`src/rtl/lattice_init_pkg.sv`:
```
// Shared lattice packing definition: distribution width, direction count,
// wr_data slice positions per direction, and the init FSM state encoding.
package lattice_init_pkg;

  localparam int DATA_WIDTH = 16;
  localparam int N_DIRS     = 9;

  // Direction order inside the packed word, c0 in the least significant slice
  localparam int DIR_C0  = 0;
  localparam int DIR_CN  = 1;
  localparam int DIR_CNE = 2;
  localparam int DIR_CE  = 3;
  localparam int DIR_CSE = 4;
  localparam int DIR_CS  = 5;
  localparam int DIR_CSW = 6;
  localparam int DIR_CW  = 7;
  localparam int DIR_CNW = 8;

  function automatic int slice_lsb(input int dir);
    return dir * DATA_WIDTH;
  endfunction

  typedef enum logic [1:0] {
    ST_IDLE  = 2'd0,
    ST_WRITE = 2'd1,
    ST_DONE  = 2'd2
  } state_e;

endpackage

```
`src/rtl/lattice_init.sv`:
```
// Streams one identical packed distribution word to every lattice cell in
// row-major order, using a snapshot of the init values taken at start.
module lattice_init
  import lattice_init_pkg::*;
#(
  parameter int GRID_W = 16,
  parameter int GRID_H = 16,
  localparam int N_CELLS = GRID_W * GRID_H,
  localparam int ADDR_W  = (N_CELLS > 1) ? $clog2(N_CELLS) : 1
) (
  input  logic                         clk,
  input  logic                         rst,
  input  logic                         start,
  input  logic [DATA_WIDTH-1:0]        init_c0,
  input  logic [DATA_WIDTH-1:0]        init_cn,
  input  logic [DATA_WIDTH-1:0]        init_cne,
  input  logic [DATA_WIDTH-1:0]        init_ce,
  input  logic [DATA_WIDTH-1:0]        init_cse,
  input  logic [DATA_WIDTH-1:0]        init_cs,
  input  logic [DATA_WIDTH-1:0]        init_csw,
  input  logic [DATA_WIDTH-1:0]        init_cw,
  input  logic [DATA_WIDTH-1:0]        init_cnw,
  output logic                         wr_valid,
  input  logic                         wr_ready,
  output logic [ADDR_W-1:0]            wr_addr,
  output logic [N_DIRS*DATA_WIDTH-1:0] wr_data,
  output logic                         busy,
  output logic                         done
);

  localparam logic [ADDR_W-1:0] LAST_ADDR = ADDR_W'(N_CELLS - 1);

  state_e                         state, state_nxt;
  logic [ADDR_W-1:0]              cnt;
  logic [N_DIRS*DATA_WIDTH-1:0]   snap;
  logic                           accept;
  logic                           last;

  assign accept = wr_valid & wr_ready;
  assign last   = (cnt == LAST_ADDR);

  always_ff @(posedge clk) begin
    if (rst) state <= ST_IDLE;
    else     state <= state_nxt;
  end

  always_comb begin
    state_nxt = state;
    case (state)
      ST_IDLE:  if (start) state_nxt = ST_WRITE;
      ST_WRITE: if (accept && last) state_nxt = ST_DONE;
      ST_DONE:  state_nxt = ST_IDLE;
      default:  state_nxt = ST_IDLE;
    endcase
  end

  always_comb begin
    wr_valid = (state == ST_WRITE);
    busy     = (state != ST_IDLE);
    done     = (state == ST_DONE);
  end

  // Snapshot is only loaded from IDLE, so start pulses mid-run leave it alone
  always_ff @(posedge clk) begin
    if (rst) begin
      cnt  <= '0;
      snap <= '0;
    end else if (state == ST_IDLE && start) begin
      cnt <= '0;
      snap[slice_lsb(DIR_C0)  +: DATA_WIDTH] <= init_c0;
      snap[slice_lsb(DIR_CN)  +: DATA_WIDTH] <= init_cn;
      snap[slice_lsb(DIR_CNE) +: DATA_WIDTH] <= init_cne;
      snap[slice_lsb(DIR_CE)  +: DATA_WIDTH] <= init_ce;
      snap[slice_lsb(DIR_CSE) +: DATA_WIDTH] <= init_cse;
      snap[slice_lsb(DIR_CS)  +: DATA_WIDTH] <= init_cs;
      snap[slice_lsb(DIR_CSW) +: DATA_WIDTH] <= init_csw;
      snap[slice_lsb(DIR_CW)  +: DATA_WIDTH] <= init_cw;
      snap[slice_lsb(DIR_CNW) +: DATA_WIDTH] <= init_cnw;
    end else if (accept && !last) begin
      cnt <= cnt + 1'b1;
    end
  end

  assign wr_addr = cnt;
  assign wr_data = snap;

endmodule

```
`config.mk`:
```
export PLATFORM = sky130hd
export DESIGN_NAME = lattice_init
export DESIGN_NICKNAME = d
export VERILOG_FILES = /design/src/rtl/lattice_init_pkg.sv /design/src/rtl/lattice_init.sv
export SDC_FILE = /design/constraint.sdc
export NUM_CORES = 1
export LEC_CHECK = 0
export CORE_MARGIN = 5
export CORE_UTILIZATION = 39
export CTS_CLUSTER_DIAMETER = 100
export DETAILED_ROUTE_END_ITERATION = 10
export PLACE_DENSITY = 0.81
export SLEW_MARGIN = 25
export SYNTH_ARGS = -nofsm -noshare
export SYNTH_HDL_FRONTEND = slang
export SYNTH_SLANG_ARGS = --single-unit
```
`constraint.sdc`:
```
create_clock -name clk -period 4.99 [get_ports clk]
set_input_delay 1.2475 -clock clk [delete_from_list [all_inputs] [get_ports clk]]
set_output_delay 1.2475 -clock clk [all_outputs]
set_load 0.02 [all_outputs]
```
### Word-level counts from Yosys, hierarchy flattened

Index checks and enable logic that the tools add are counted.

* register bits after elaboration: 154
* bits in latches: 0
* memory bits (writable): 0
* bits in read-only memories: 0
* input port bits: 148
* logic and storage cells: 21
* memories: 0

* add/sub/neg operators: 1
* multipliers: 0
* divide/modulo/power cells: 0
* magnitude comparators: 0
* equality and inequality tests: 5
* shift operators: 0
* multiplexer cells: 3
* bitwise operators: 1
* reduce and logical (&&, ||, !) cells: 8

Operators with widths (count)
* $add 8x1->8 const B: 1
* $eq 8x8->1 const B: 1
* $mux 2: 2
* $pmux 2 s2: 1
* $logic_and 1x1->1: 3
* $eq 2x1->1 const B: 1
* $eq 2x2->1 const B: 1
* $logic_not 2->1: 1
* $ne 2x1->1 const B: 1
* $ne 2x2->1 const B: 1
* $reduce_and 2->1: 1
* $reduce_bool 2->1: 1
* $reduce_or 2->1: 1
* $and 1x1->1: 1
* $logic_not 1->1: 1

### Depth between registers and ports, before layout

* word-level depth: 5
* mapped depth: 7
* mapped depth without buffers: 4

### Worst setup path before layout

No wires, ideal clock.

* kind: input-to-reg
* start: input port start
* end: register snap[100], in the netlist wr_data[100]
* arrival: 2490 ps
* required time: 4873 ps
* path slack: 2384 ps
* stages on the path: 7
* buffers on the path: 4
* cells stage by stage: or3b_1 buf_2 and2_1 buf_6 buf_6 buf_6 a22o_1

* longest elaborated chain between the ends: 1

RTL lines
* start, declared: RTL line lattice_init.sv:13 `input logic start,`
* $logic_and 1x1->1: RTL line lattice_init.sv:68 `end else if (state == ST_IDLE && start) begin`
* end signal, assigned by index: RTL line lattice_init.sv:70 `snap[slice_lsb(DIR_C0) +: DATA_WIDTH] <= init_c0;`
* end signal, assigned by index: RTL line lattice_init.sv:71 `snap[slice_lsb(DIR_CN) +: DATA_WIDTH] <= init_cn;`
* end signal, assigned by index: RTL line lattice_init.sv:72 `snap[slice_lsb(DIR_CNE) +: DATA_WIDTH] <= init_cne;`
* end, declared: RTL line lattice_init.sv:35 `logic [N_DIRS*DATA_WIDTH-1:0] snap;`

Every way passes these cells.
A chain may end at the register's enable or synchronous reset.

### Worst setup path in the final report

* start: input port start
* end: register snap[56], in the netlist wr_data[56]

The elaborated chain is that of the path after synthesis.

==> reports/summary.md <==
The flow ran to the end, and the final reports show no timing, DRC or antenna violations. The worst-skew pair later-pin latency is 410 ps, and the half-perimeter wire length after detailed placement is 12.4 mm. Data on the critical path is required at its endpoint by 5340 ps. The run gives 825 as the layout net count. In the final layout, the share of cells above drive strength 1 is 5.22%. Cells fill 68.7% of the core in the end. The number of warning messages in the yosys log is 0.

The worst register-to-register path begins at state[0]. The tools report the number of antenna violations at the first check in global routing as 1. Yosys mapped the design onto 33 distinct sky130hd cell types. The relative max-transition margin was 43.7%.

After routing, the total negative slack on setup checks comes to 0 ps. Summing the areas of all and, or, nand and nor instances in the mapped netlist gives 3.81% of the synthesized area. The critical path is of the primary input to register type. In the layout the commonest cells are clkdlybuf4s50_1, dfxtp_1, a22o_1. The first global-routing pass estimated 24.9 mm of wire. Setup violations remaining at the end of the flow were counted as 0. The run gives 0 as the count of cells resized by post-cts repair. Mean cell area of the mapped netlist: 12.7 µm². Multiplexer cells account for 0.613% of the synthesized area. The clock slew at the register clock pins of the worst setup and hold paths is 60 ps, and the maximum buffer depth of the clock tree is 2.

The slack of the worst reg-to-reg path came out at 2760 ps. The synthesized netlist occupies a cell area of 4900 µm². Detailed-router iteration count before antenna repair: 7.

The post-detailed-route via-to-cell ratio works out to 5.13. The tools report the aggregate routed wire length as 16.9 mm. The largest net degree at the start of global routing is 76.

Wire length per cell: 19.6 µm. Routability-driven placement finished with a final weighted congestion of 0.782. The H-tree was split into 4 levels. The area growth from synthesis to layout is 74.9%.

Die height: 122 µm. After Yosys synthesis, full adders, half adders and majority gates account for 0.256% of the synthesized area. In this run the count of I/O pins placed on the die edge is 303. For this design the static power due to leakage is 3.31 nW. For the total routing resource utilization after global routing, the log shows 21.6%. The post-CTS setup repair buffer count was 0; the number of flops mapped to enable cells by yosys was 0.

Across the VDD grid, the largest voltage drop is 201 µV. The library cell used most frequently in the layout, excluding fill and tap cells, is clkdlybuf4s50_1. The area of the core is 12,500 µm², and the number of sinks handled by clock tree synthesis is 154. For this block, the via count after detailed routing is 4,421. In this run the worst hold path is classified as register to register.

After clock tree synthesis, the flow added hold-fix buffers numbering 0. The tools report the capturing instance or port of the critical path as wr_data[56]. The post-synthesis cell count was 385. The most used flip-flop cell after synthesis is dfxtp_1. The tools report the kind of start point of the critical path as a primary input. Counting flops with an async set or reset pin after synthesis yields a share of 0%. Summing the areas of all compound-gate instances in the mapped netlist gives 27.9% of the synthesized area. The final max-slew violation count was 0; the instance count along the most critical hold path was 1. For the worst setup path, the data arrival time is 3470 ps. Buffers inserted during clock tree synthesis total 17. The max-cap check violation count was 0. The tree is rooted in a clkbuf_16. The endpoint kind of the worst setup timing path is a register. Setup repair after global routing left no endpoint under its margin.

Setup slack on the critical path of the routed design comes to 1870 ps. Timing would allow up to 0.320 GHz. For the number of DRC violations after detailed-routing iteration 0, the log shows 265. Summed over all layers, the global routing overflow is 0. In the routed design, unresolved DRC markers number 0. The die is 122 µm wide. The worst-margin pin slew was 842 ps; the logic depth of the worst register-to-register path was 4. In this run the worst path has a maximum fanout of 61. For this run, the register share of the synthesized area comes to 63.0%.

After synthesis the netlist holds a flip-flop and latch count of 154. By area, the combinational part of the netlist is dominated by compound AO/OA/AOI/OAI gates. Row generation in the floorplan step produced 41 rows. The logs give 39.3% for the starting utilization of the core area and 4,539 for the number of global-route vias before repair. The floorplan step defined a die boundary enclosing 14,900 µm².

Maximum clock skew at final layout: 6.72 ps. The tools report the destination of the worst register-to-register timing path as wr_data[56]. TritonCTS built the clock tree.

The tools report the final hold violation count as 0. The critical path starts at start. When the netlist entered floorplanning its net count stood at 534.

The cell area power density is 365 nW/µm². The count of buffers added on input and output ports is 302. After Yosys synthesis, XOR and XNOR cells account for 0% of the synthesized area. The final critical path time including I/O delays and setup was 3120 ps; the fraction of the cycle the final worst path needs was 62.6%.

The worst setup slack after placement was 1470 ps. Once detail routing completed, the nets flagged for antenna violations numbered 0.
-- metrics by stage --
| step | total power [mW] | hold slack, ps | instances | instance area [µm²] |
|---|---|---|---|---|
| finish | 3.12 | 476 | 862 | 8560 |
| global route | 3.24 | 494 | 861 | 8560 |
| CTS | 3.15 | 482 | 861 | 8560 |
| detailed placement | 1.94 | 463 | 829 | 8000 |
| global placement | 1.92 | 460 | 829 | 8000 |
| floorplan | 1.62 | 579 | 385 | 4900 |
-- metal layers --
| layer | wire length, µm | GRT usage [%] |
|---|---|---|
| met1 | 6370 | 24.2 |
| met2 | 8300 | 37.1 |
| met3 | 1890 | 9.38 |
| met4 | 331 | 7.14 |
| met5 | 13 | 0 |
-- worst max-delay path, cell delays in order --
cell             delay [ps]
clkdlybuf4s50_1         440
or3b_1                  510
nor2_4                  700
buf_12                  340
a22o_1                  190
-- power by group --
group / internal, mW / switching (mW) / total (mW) / leakage (nW)
sequential: 1.31 / 0.0477 / 1.36 / 1.26
combinational: 0.302 / 0.246 / 0.547 / 1.78
clock: 0.704 / 0.511 / 1.22 / 0.267
-- Yosys cell counts, types with 2 or more instances --
| cell | instances | area [µm²] |
|---|---|---|
| mux2i_1 | 3 | 30.0 |
| nand2_1 | 4 | 15.0 |
| clkbuf_1 | 11 | 41.3 |
| buf_2 | 14 | 70.1 |
| a211oi_1 | 5 | 37.5 |
| dfxtp_1 | 154 | 3080 |
| inv_1 | 4 | 15.0 |
| nor3_1 | 2 | 10.0 |
| nand4_1 | 3 | 18.8 |
| nor4_1 | 2 | 12.5 |
| and2_1 | 2 | 12.5 |
| a311oi_1 | 2 | 17.5 |
| nor2b_1 | 2 | 12.5 |
| a22o_1 | 144 | 1260 |
| nand3_1 | 4 | 20.0 |
| a21oi_1 | 2 | 10.0 |
| nand3b_1 | 2 | 15.0 |
| and3_1 | 3 | 18.8 |
| buf_6 | 8 | 90.1 |
-- state kept, by name, summed over array words and instances (netlist names) --
name	count
state	2
wr_data	144
wr_addr	8
-- layout make-up --
type | count | area [µm²]
flip-flops and latches | 154 | 3080
diodes | 1 | 2.50
clock buffers | 20 | 447
multi-input cells | 193 | 1600
repair buffers | 305 | 3080
fillers | 877 | 3900
well taps | 172 | 215
clock inverters | 12 | 115
inverters | 5 | 18.8
-- how the worst min path moves through the flow --
| stage | from | to | slack [ps] |
|---|---|---|---|
| 6_report | wr_data[119] | wr_data[119] | 480 |
| 5_1_grt | wr_data[30] | wr_data[30] | 490 |
| 4_1_cts | wr_data[136] | wr_data[136] | 480 |
| 2_1_floorplan | wr_addr[6] | wr_addr[6] | 580 |
| 3_3_place_gp | wr_data[142] | wr_data[142] | 460 |
| 3_5_place_dp | wr_data[29] | wr_data[29] | 460 |
-- logic make-up (layout without fill, tap and decap cells) --
logic type | after synthesis | after routing
multiplexers | 3 | 3
buffers and inverters | 38 | 342
adder cells (fa/ha/maj) | 1 | 1
AO/OA/AOI/OAI | 158 | 158
flip-flops | 154 | 154
AND/OR/NAND/NOR | 31 | 31
other | 0 | 1
No activity file was read; power rests on OpenSTA's default activity.
